## src/rtl/uart_pkg.sv

```systemverilog
// Shared types and constants for the UART frame receive path.
package uart_pkg;

    typedef enum logic [2:0] {
        HUNT,
        LEN,
        PAYLOAD,
        CSUM,
        DRAIN
    } state_t;

    localparam logic [1:0] ERR_LEN     = 2'd0;
    localparam logic [1:0] ERR_CSUM    = 2'd1;
    localparam logic [1:0] ERR_TIMEOUT = 2'd2;
    localparam logic [1:0] ERR_OVERRUN = 2'd3;

    localparam logic [7:0] DEFAULT_HEADER = 8'hA5;

endpackage

```

## src/rtl/uart_timeout_cnt.sv

```systemverilog
// Inter-byte watchdog: counts enabled idle cycles and flags the last one of TO_CYC.
module uart_timeout_cnt #(
    parameter int TO_CYC = 156240
) (
    input  logic clk,
    input  logic rst,
    input  logic clr,
    input  logic en,
    output logic expired
);

    localparam int CNT_W = (TO_CYC > 1) ? $clog2(TO_CYC) : 1;
    localparam logic [CNT_W-1:0] LAST = CNT_W'(TO_CYC - 1);

    logic [CNT_W-1:0] cnt_q;

    // A byte in the expiry cycle clears the count instead of expiring it.
    assign expired = en && !clr && (cnt_q == LAST);

    always_ff @(posedge clk) begin
        if (rst || clr || !en || expired) begin
            cnt_q <= '0;
        end else begin
            cnt_q <= cnt_q + 1'b1;
        end
    end

endmodule

```

## src/rtl/uart_frame_rx_ctrl.sv

```systemverilog
// Frame sequencer behind the UART receiver: header/length/payload/checksum parsing,
// payload buffering and release of checksum-valid frames over a valid/ready stream.
module uart_frame_rx_ctrl
    import uart_pkg::*;
#(
    parameter int         CLK_FREQ      = 50_000_000,
    parameter int         BAUD_RATE     = 9600,
    parameter int         MAX_LEN       = 16,
    parameter logic [7:0] HEADER        = DEFAULT_HEADER,
    parameter int         TIMEOUT_BYTES = 3
) (
    input  logic       clk,
    input  logic       rst,
    input  logic [7:0] rx_data,
    input  logic       rx_valid,
    output logic [7:0] m_data,
    output logic       m_valid,
    input  logic       m_ready,
    output logic       m_last,
    output logic [7:0] frame_len,
    output logic       frame_ok,
    output logic       frame_err,
    output logic [1:0] err_code,
    output logic       busy
);

    localparam int TO_CYC = TIMEOUT_BYTES * 10 * (CLK_FREQ / BAUD_RATE);
    localparam int AW     = (MAX_LEN > 1) ? $clog2(MAX_LEN) : 1;
    localparam logic [7:0] MAX_LEN_B = 8'(MAX_LEN);

    state_t     state_q, state_d;
    logic [7:0] len_q, len_d;
    logic [7:0] idx_q, idx_d;
    logic [7:0] sum_q, sum_d;
    logic [7:0] rd_q, rd_d;
    logic [7:0] frame_len_q, frame_len_d;
    logic       ok_q, ok_d;
    logic       err_q, err_d;
    logic [1:0] code_q, code_d;
    logic       wr_en;
    logic       to_en;
    logic       to_exp;

    logic [7:0] pbuf [MAX_LEN];

    uart_timeout_cnt #(
        .TO_CYC (TO_CYC)
    ) u_timeout (
        .clk     (clk),
        .rst     (rst),
        .clr     (rx_valid),
        .en      (to_en),
        .expired (to_exp)
    );

    assign to_en     = (state_q == LEN) || (state_q == PAYLOAD) || (state_q == CSUM);
    assign busy      = (state_q != HUNT);
    assign m_valid   = (state_q == DRAIN);
    assign m_last    = m_valid && (rd_q == len_q - 8'd1);
    assign m_data    = m_valid ? pbuf[rd_q[AW-1:0]] : 8'h00;
    assign frame_len = frame_len_q;
    assign frame_ok  = ok_q;
    assign frame_err = err_q;
    assign err_code  = code_q;

    always_comb begin
        state_d     = state_q;
        len_d       = len_q;
        idx_d       = idx_q;
        sum_d       = sum_q;
        rd_d        = rd_q;
        frame_len_d = frame_len_q;
        ok_d        = 1'b0;
        err_d       = 1'b0;
        code_d      = code_q;
        wr_en       = 1'b0;

        case (state_q)
            HUNT: begin
                if (rx_valid && rx_data == HEADER) begin
                    state_d = LEN;
                    sum_d   = 8'h00;
                end
            end
            LEN: begin
                if (rx_valid) begin
                    if (rx_data == 8'h00 || rx_data > MAX_LEN_B) begin
                        err_d   = 1'b1;
                        code_d  = ERR_LEN;
                        state_d = HUNT;
                    end else begin
                        len_d   = rx_data;
                        sum_d   = rx_data;
                        idx_d   = 8'h00;
                        state_d = PAYLOAD;
                    end
                end else if (to_exp) begin
                    err_d   = 1'b1;
                    code_d  = ERR_TIMEOUT;
                    state_d = HUNT;
                end
            end
            PAYLOAD: begin
                // Header-valued bytes here are ordinary data; no resync.
                if (rx_valid) begin
                    wr_en = 1'b1;
                    sum_d = sum_q + rx_data;
                    idx_d = idx_q + 8'd1;
                    if (idx_q + 8'd1 == len_q) begin
                        state_d = CSUM;
                    end
                end else if (to_exp) begin
                    err_d   = 1'b1;
                    code_d  = ERR_TIMEOUT;
                    state_d = HUNT;
                end
            end
            CSUM: begin
                if (rx_valid) begin
                    if (rx_data == sum_q) begin
                        ok_d        = 1'b1;
                        frame_len_d = len_q;
                        rd_d        = 8'h00;
                        state_d     = DRAIN;
                    end else begin
                        err_d   = 1'b1;
                        code_d  = ERR_CSUM;
                        state_d = HUNT;
                    end
                end else if (to_exp) begin
                    err_d   = 1'b1;
                    code_d  = ERR_TIMEOUT;
                    state_d = HUNT;
                end
            end
            DRAIN: begin
                // Bytes arriving while the buffer drains are dropped and flagged.
                if (rx_valid) begin
                    err_d  = 1'b1;
                    code_d = ERR_OVERRUN;
                end
                if (m_ready) begin
                    if (m_last) begin
                        rd_d    = 8'h00;
                        state_d = HUNT;
                    end else begin
                        rd_d = rd_q + 8'd1;
                    end
                end
            end
            default: begin
                state_d = HUNT;
            end
        endcase
    end

    always_ff @(posedge clk) begin
        if (rst) begin
            state_q     <= HUNT;
            len_q       <= 8'h00;
            idx_q       <= 8'h00;
            sum_q       <= 8'h00;
            rd_q        <= 8'h00;
            frame_len_q <= 8'h00;
            ok_q        <= 1'b0;
            err_q       <= 1'b0;
            code_q      <= 2'd0;
        end else begin
            state_q     <= state_d;
            len_q       <= len_d;
            idx_q       <= idx_d;
            sum_q       <= sum_d;
            rd_q        <= rd_d;
            frame_len_q <= frame_len_d;
            ok_q        <= ok_d;
            err_q       <= err_d;
            code_q      <= code_d;
        end
    end

    always_ff @(posedge clk) begin
        if (wr_en) begin
            pbuf[idx_q[AW-1:0]] <= rx_data;
        end
    end

endmodule

```

## config.mk

```make
export PLATFORM = sky130hd
export DESIGN_NAME = uart_frame_rx_ctrl
export DESIGN_NICKNAME = d
export VERILOG_FILES = /design/src/rtl/uart_pkg.sv /design/src/rtl/uart_timeout_cnt.sv /design/src/rtl/uart_frame_rx_ctrl.sv
export SDC_FILE = /design/constraint.sdc
export NUM_CORES = 1
export LEC_CHECK = 0
export CAP_MARGIN = 20
export CORE_MARGIN = 5
export CORE_UTILIZATION = 36
export CTS_CLUSTER_DIAMETER = 50
export CTS_CLUSTER_SIZE = 30
export DETAILED_ROUTE_END_ITERATION = 10
export DONT_BUFFER_PORTS = 1
export GPL_ROUTABILITY_DRIVEN = 0
export SYNTH_ARGS = -nofsm -noshare
export SYNTH_HDL_FRONTEND = slang
export SYNTH_SLANG_ARGS = --single-unit
```

## constraint.sdc

```tcl
create_clock -name clk -period 6.55 [get_ports clk]
set_input_delay 0.655 -clock clk [delete_from_list [all_inputs] [get_ports clk]]
set_output_delay 0.655 -clock clk [all_outputs]
set_load 0.02 [all_outputs]
```

# Word level (Yosys, flattened, before mapping)
# Memory sizes are Yosys's and may differ from the RTL's. A register that Yosys moved wholly into a read port is not among the register bits.
# Index checks and enable logic that the tools add are counted.
# word_totals
reg_bits	65
ramBits	128
mem_count	1
in_bits	12
# mem_list
name	words	width	rd	rd_clocked_by_memory_dff	wr	line_no	rtl
pbuf	16	8	1	1	1	uart_frame_rx_ctrl.sv:44	logic [7:0] pbuf [MAX_LEN];
# classes
n_lt_le_gt_ge	1
mux	48
bitwise	3
n_reduce_logical	27
n_addsub	5
eq_ne	22
# ops
operator	n
2-to-1 mux 8 bit	12
case mux 8 bit (2 select lines)	2
2-to-1 mux 3 bit	9
== test 8 bit	3
case mux 8 bit (3 select lines)	1
adder 18 x 1 -> 18 bit, second input constant	1
== test 18 bit, second input constant	1
adder 8 x 1 -> 8 bit, second input constant	2
2-to-1 mux 2 bit	8
case mux 3 bit (5 select lines)	1
inequality test 2 bit, second input constant	7
AND reduction 4 bit	3
2-to-1 mux 1 bit	11
AND reduction 5 bit	2
adder 8 bit	1
== test 8 bit, second input constant	1
> comparator 8 x 5 -> 1 bit, second input constant	1
zero test 8 bit	1
2-to-1 mux 4 bit	2
case mux 2 bit (4 select lines)	1
subtractor 8 x 1 -> 8 bit, second input constant	1
== test 3 x 2 -> 1 bit, second input constant	2
logical OR 1 bit	6
inequality test 2 x 1 -> 1 bit, second input constant	3
14 further kinds	24

# Depth between registers and ports, before layout
# logic_depth
word_depth	8
depth_mapped	9
mapped_depth_nobuf	8

# Cells and area by module
# A second synthesis with hierarchy kept.
# hier_totals
cells_unflattened	667
area_unflattened_um2	8763.4
# modules_own_cells
module	area_per_inst_um2	seq_area_each_um2	cells_each	n_inst
uart_frame_rx_ctrl	7886.3	4864.7	571	1
uart_timeout_cnt	877.1	360.3	96	1

# Worst setup path after synthesis
# No wires, ideal clock.
# synth_timing
path_type	register to output
from	reg (tool-made name)
to	out m_data[0]
path_slack_ns	3.885
path_buffers	2
t_arrival_ns	2.010
t_required_ns	5.895
path_stages_with_launch	6
path_cell_list	dfxtp_1 > clkbuf_1 > buf_2 > mux4_2 > mux4_2 > and2_1
# synth_rtl
element	line_no	rtl
end, declared	uart_frame_rx_ctrl.sv:16	output logic [7:0] m_data,

# Final worst setup path
# layout_timing
from	reg len_q[0]
to	out m_last
# layout_between
elab_chain_len	3
# layout_rtl
element	line_no	rtl
start, declared	uart_frame_rx_ctrl.sv:32	logic [7:0] len_q, len_d;
start signal, assigned	uart_frame_rx_ctrl.sv:170	len_q <= len_d;
subtractor 8 x 1 -> 8 bit	uart_frame_rx_ctrl.sv:59	assign m_last = m_valid && (rd_q == len_q - 8'd1);
== test 8 bit	uart_frame_rx_ctrl.sv:59	
logical AND 1 bit	uart_frame_rx_ctrl.sv:59	
end, declared	uart_frame_rx_ctrl.sv:19	output logic m_last,
# No other way between the ends.

==> flow_summary_export.csv <==
group,metric,value,unit
layout,drive_above_1_share,13.85,%
pwr,p_sw,526.5,uW
grt,antenna_found_initial,0,
clock_tree,cts_resized,0,
timing,finalClockSkew,11.62,ps
worst_setup_path,required,5890,ps
run,drv_cap,0,
timing,slew_viol_final,0,
pwr,finalPower,2469,uW
layout,multiInputGateArea,3258,um^2
die,die-area,27270,um^2
drt,firstDrtPassIters,5,
timing,hold_viol,0,
placement,dp.cells,941,
worst_setup_path,arrival,2670,ps
clock_tree,cts_buffers,17,
layout,n_antenna_cell,0,
grt,grt_usage,14.83,%
outcome,status,"finished clean",
yosys,synthCells,648,
grt,grt_max_degree,41,
drt,avgViaCountPerCell,5.373,
yosys,synth_edf_count,128,
layout,syn_to_final_growth,11.84,%
die,die_y,165.2,um
drt,wl_per_cell,19.68,um
pwr,p_per_area,254.8,nW/um^2
yosys,synthArstFlopShare,0,%
timing,setup_viol_count_final,0,
yosys,yosysUniqueCellTypes,58,
drt,vias,5244,
worst_hold_path,min_path_cells,1,
layout,final_nets,671,
clock_tree,clock_latency,440,ps
die,core_area,23610,um^2
layout,final_cell_mix,"edfxtp_1, nor2_1, dfxtp_1, mux4_2, nand2_1",
worst_setup_path,critPathKind,"reg2out",
pwr,intPower,1943,uW
worst_setup_path,end_kind,"primary output",
timing,finalCritPeriodShare,50.78,%
timing,worst_pin_slew,1120,ps
worst_hold_path,min_from,"rst",
die,initial_utilization,36.70,%
clock_tree,cts_tree,"done",
pwr,p_comb_share,0.5,%
worst_setup_path,worstPathMaxFanout,6,
worst_setup_path,reg2regPathDepth,6,
pwr,sw_frac_of_total,21.32,%
yosys,seq_area_frac_synth,60.29,%
drt,drt_iter0_drc,463,
layout,fillers,2138,
clock_tree,htreeDepth,4,
worst_hold_path,holdPathEnd,"frame_len[2]$_SDFFE_PP0P_",
pwr,pwr-share-seq,53.4,%
timing,slew_headroom,25.04,%
yosys,synth_fp_nets,675,
timing,clock.fmax,300.7,MHz
timing,final.min_clock_period,3326,ps
yosys,synthFlopType,"edfxtp_1",
clock_tree,cts_setup_buffers,0,
worst_setup_path,regToRegStartpoint,"state_q[2]$_SDFFE_PP0P_",
grt,grt_pass1_vias,5228,
layout,mostFrequentLayoutCell,"edfxtp_1",
drt,drt_wl_total,19.20,mm
clock_tree,ctsHoldBuffers,0,
clock_tree,root_buffer,"clkbuf_16",
worst_setup_path,cp-start-kind,"register",
drt,drc,0,
timing,finalSetupTns,0,ps
grt,grt-ovfl-total,0,
yosys,synth_area,8666,um^2
layout,seq_area,5226,um^2
layout,instances_no_fill,976,
die,io_pins,35,
placement,place.detailed.hpwl,12.61,mm
yosys,yosysWarnings,0,
placement,portBuffers,0,
worst_setup_path,r2r_slack,3400,ps
worst_hold_path,hold_class,"in2reg",
grt,grt_pass1_wl,30.36,mm
worst_setup_path,r2r-end,"pbuf[2][2]$_DFFE_PP_",
clock_tree,clockBufferDepth,2,
clock_tree,clk_pin_slew_worst_paths,80,ps
yosys,synth_seq_cells,197,
yosys,avgSynthCellArea,13.37,um^2
die,die_w,165.2,um
die,rows,56,
layout,final_core_util,41.04,%
drt,ant_nets,0,
pwr,clkPwrFrac,46.1,%
timing,rsz0062_at_grt,"no",
pwr,p_leak,0.003193,uW
pwr,max-vdd-ir-drop,0.1722,mV
clock_tree,cts.sinks,197,
flip-flops by register name, summed over array words and instances (netlist names), named ones only:
signal and count:
err_code 2, frame_err 1, frame_len 8, frame_ok 1, idx_q 8, len_q 8
pbuf 128, rd_q 8, state_q 3, sum_q 8, u_timeout.cnt_q 18
how the worst max path moves through the flow:
stage,start,end,depth (start not counted)
floorplan,register,m_data[0],5
global placement,state_q[2]$_SDFFE_PP0P_,pbuf[0][5]$_DFFE_PP_,5
detailed placement,register,m_data[0],3
CTS,register,m_data[3],3
global route,len_q[0]$_SDFFE_PP0P_,m_last,7
finish,len_q[0]$_SDFFE_PP0P_,m_last,7
Yosys cell counts, drive strengths merged (3+ instances only):
cell,instances,area (um^2)
nor3,15,75.07
clkbuf,20,75.07
nor2,81,306.6
a22oi,5,37.54
a311oi,4,35.03
a21o,3,22.52
nor2b,5,31.28
a211oi,3,22.52
nor4,5,37.53
mux2i,16,160.2
nand2,32,120.1
inv,11,41.29
o211ai,3,22.52
nand3,18,90.09
or2,3,21.27
dfxtp,69,1381
xnor2,18,157.7
and2,15,93.84
edfxtp,128,3844
ha,14,175.2
nor4b,6,52.55
a21oi,24,123.9
mux4,40,900.9
buf,13,66.31
nand2b,5,31.28
o21ai,9,45.04
and3,10,62.56
xor2,30,262.8
and4,3,26.28
nand4,8,50.05
or3,7,43.79
through the flow:
step           cell area, um^2  setup WS (ps)  hold WS (ps)
2_1_floorplan             8666           3885         426.2
5_1_grt                   9692           3084         271.3
4_1_cts                   9649           2881         260.7
3_3_place_gp              8955           3376         438.5
3_5_place_dp              8976           3365         447.7
6_report                  9692           3224         286.6
worst max-delay path: stages, from the launching register on:
cell,delay [ps]
dfxtp_1,490
inv_1,110
ha_1,320
xnor2_1,130
a211oi_1,250
and3_1,210
o221ai_2,130
nor3_1,600
kinds of logic (layout without fill, tap and decap cells):
logic type | after synthesis | in the layout | synth area share (%)
AO/OA/AOI/OAI | 69 | 69 | 5.602
XOR/XNOR | 48 | 48 | 4.851
adder cells (fa/ha/maj) | 15 | 15 | 2.252
buffers and inverters | 44 | 53 | 2.108
flip-flops | 197 | 197 | 60.29
multiplexers | 57 | 57 | 12.37
AND/OR/NAND/NOR | 218 | 218 | 12.52
area by class of cell:
class | count | share of cell area [%]
clock inverters | 14 | 2.298
flip-flops and latches | 197 | 53.92
well taps | 319 | 4.118
clock buffers | 18 | 4.648
inverters | 11 | 0.4260
repair buffers | 10 | 0.9682
multi-input cells | 407 | 33.62
metal layers:
layer	GRT usage [%]	vias up	routed length, um
met3	3.549	24	1331
met1	20.45	2626	8511
met5	0	-	0
met4	4.650	0	248
li1	-	2426	-
met2	23.26	168	9113
power groups by stage:
stage	Combinational [uW]	Clock (uW)	Sequential [uW]
floorplan	14.4	0	1350
global placement	13.1	0	1350
detailed placement	13.4	0	1350
CTS	13.4	1160	1320
global route	15.2	1220	1320
finish	13.4	1140	1320
Note: power is estimated with default switching activity, not from simulation.
==> RTL edit (same settings) <==
Set the parameter `MAX_LEN` to 64 (it was 16).
--- a/src/rtl/uart_frame_rx_ctrl.sv
+++ b/src/rtl/uart_frame_rx_ctrl.sv
@@ -5,7 +5,7 @@
 #(
     parameter int         CLK_FREQ      = 50_000_000,
     parameter int         BAUD_RATE     = 9600,
-    parameter int         MAX_LEN       = 16,
+    parameter int         MAX_LEN       = 64,
     parameter logic [7:0] HEADER        = DEFAULT_HEADER,
     parameter int         TIMEOUT_BYTES = 3
 ) (
Check against the original RTL: not equivalent (Yosys sat finds a counterexample within 4 cycles, from zero or initial values and one cycle with rst high).
==> RTL edit against the original RTL <==
Sequential power grew to 3.1 times the old value; power rose to 2.9 times the old value; synthesized area grew to 2.7 times the old value; synthesized cell count is 100% higher; routed wire length rose to 2.7 times the old value; sequential share of layout area increased by 9.9 points; die area grew to 2.6 times the old value; sequential cell count increased by 386; design area increased to 2.7 times the old value; setup slack got worse by 1.2 ns; largest power group unchanged.
==> RTL edit: results (changes against the original RTL) <==
CTS
  – Buffer depth of the longest clock path: 3 (was 2)
  – TritonCTS Buffers: 48 (was 17)
  – Clock latency reported for the late side of the worst-skew pair: 0.61 ns (was 0.44 ns)
  – Number of buffers added for setup after CTS: 0 (unchanged)
  – Post-CTS sizing: 0 (unchanged)
  – Maximum level of the CTS H-tree: 2 (was 4)
  – Clk slew on worst S/H paths: 0.09 ns

Global route
  – Wire length of the first global-routing pass: 78000 um (was 30400 um)
  – Vias in the first global route: 12100 (was 5228)
  – Pin count of the biggest net entering global routing: 74 (was 41)
  – Total Routing Usage GR: 14.4% (was 14.8%)

Drt
  – Drt wl/cell: 23.4 um (was 19.7 um)
  – Iteration-0 DRC Markers: 1034 (was 463)
  – Per-cell via count in the routed design: 5.39 (was 5.37)

Min path
  – Classification of the worst-slack hold path: in2reg (unchanged)

Timing
  – Slew @ Worst Pin: 1.14 ns (was 1.12 ns)
  – Worst-case clock skew: 0.0251 ns (was 0.0116 ns)

Synthesis
  – Most common library cells after synthesis: sky130_fd_sc_hd__edfxtp_1, sky130_fd_sc_hd__mux4_2, sky130_fd_sc_hd__nor2_1 (was sky130_fd_sc_hd__edfxtp_1, sky130_fd_sc_hd__nor2_1, sky130_fd_sc_hd__dfxtp_1)
  – Share of the synthesized area in compound gates (AO/OA/AOI/OAI): 3.06% (was 5.60%)
  – Sequential area share after synthesis: 71.0% (was 60.3%)
  – Fraction of synthesized area in multiplexers: 15.7% (was 12.4%)
  – Adder-Cell Fraction of Synth Area: 0.667% (was 2.25%)
  – Count of flip-flops with a built-in enable after synthesis: 512 (was 128)
  – Distinct cell type count after synthesis: 66 (was 58)
  – Post-synthesis cell count: 1305 (was 648)
  – Cells taking the most area after synthesis: sky130_fd_sc_hd__edfxtp_1, sky130_fd_sc_hd__mux4_2, sky130_fd_sc_hd__dfxtp_1 (was sky130_fd_sc_hd__edfxtp_1, sky130_fd_sc_hd__dfxtp_1, sky130_fd_sc_hd__mux4_2)
  – Prevailing post-synth register cell: sky130_fd_sc_hd__edfxtp_1 (unchanged)
  – Post-Synth XOR/XNOR Area: 1.84% (was 4.85%)

Pwr
  – Largest vdd supply drop: 0.000174 V (was 0.000172 V)
  – Static leakage: 7.95 nW (was 3.19 nW)

Placement
  – Cells after DPL: 2107 (was 941)
  – Final HPWL from detailed placement: 30600 um (was 12600 um)

Critical path
  – Delay of the slowest cell on the worst path: 0.96 ns (was 0.60 ns)
  – Largest fanout of any net on the critical path: 48 (was 6)
  – Slowest cell on the critical path: sky130_fd_sc_hd__dfxtp_4 (was sky130_fd_sc_hd__nor3_1)
  – Data arrival time of the worst path: 3.89 ns (was 2.67 ns)

Cells and area
  – Share of post-route cells with drive strength above 1: 20.5% (was 13.9%)
  – Non-filler cells in the finished layout: 2198 (was 976)
  – Flip-flop count of the largest register, all copies and words added: 512 (was 128)
  – Fillers: 5859 (was 2138)

Run status
  – Result of the run: complete, no violations (unchanged)
RTL edit: cell count changes in the layout (fill, tap and decap cells not counted), moves of 9 or more:
cell / before / now
sky130_fd_sc_hd__a22oi_1: 5 / 20
sky130_fd_sc_hd__and2_1: 15 / 1
sky130_fd_sc_hd__clkbuf_16: 18 / 50
sky130_fd_sc_hd__edfxtp_1: 128 / 512
sky130_fd_sc_hd__mux4_2: 40 / 160
sky130_fd_sc_hd__nand2_1: 32 / 58
sky130_fd_sc_hd__nor2_1: 80 / 130
sky130_fd_sc_hd__xnor2_1: 18 / 27
sky130_fd_sc_hd__xor2_1: 30 / 20
RTL edit: per-layer routing:
metal	vias to the layer above	global-route usage, %	wire (um)
li1	5230	-	-
met1	6188	20.1	22100
met2	369	22.9	24400
met3	61	3.92	4000
met4	0	3.30	837
met5	-	0	0
RTL edit: area by class of cell:
type | count | share of cell area [%]
clock inverter | 39 | 2.05
clock buffer | 51 | 4.77
sequential | 583 | 63.9
tap | 864 | 4.11
multi-input combinational | 644 | 24.7
inverter | 10 | 0.143
timing repair buffer | 7 | 0.342
RTL edit: worst max-delay path, delay by kind of cell, from the launching register on:
kind	cells	cell delay (ns)
buffers and inverters	1	0.42
and+or+nand+nor	1	0.31
AOI/OAI and AO/OA	1	0.45
DFF	1	0.96
muxes	2	1.07
RTL edit: path summary, 6_finish.rpt:
path / depth (start not counted) / from / to / slack [ns]
hold / removal: 1 / rst / err_code[0] / 0.12
setup reg to reg: 4 / state_q[1] / pbuf[17][6] / 3.00
setup / recovery: 5 / flip-flop / m_data[1] / 2.00
hold reg to reg: 1 / u_timeout.cnt_q[0] / u_timeout.cnt_q[0] / 0.45
RTL edit: logic make-up after synthesis:
| kind of cell | after synthesis |
|---|---|
| flops | 583 |
| buf+inv | 78 |
| fa+ha+maj | 12 |
| mux | 171 |
| xor+xnor | 48 |
| simple gates | 307 |
| compound gates | 106 |
RTL edit: power by group:
group          leakage, nW  internal, mW  switching [mW]
combinational         1.91       0.00622         0.00978
sequential            5.17          4.03       0.0000962
clock                0.868          1.61            1.58
total                 7.95          5.64            1.59
RTL edit: metrics by stage:
| stage | area, um^2 | worst slack (ns) | hold slack [ns] | utilization (%) |
|---|---|---|---|---|
| finish | 26300 | 2.00 | 0.118 | 40.2 |
| global route | 26300 | 1.73 | 0.0944 | 40.2 |
| CTS | 26300 | 1.97 | 0.0739 | 40.2 |
| detailed placement | 24500 | 2.62 | 0.437 | 37.5 |
| global placement | 24500 | 2.64 | 0.429 | 37.5 |
| floorplan | 23600 | 3.81 | 0.418 | - |
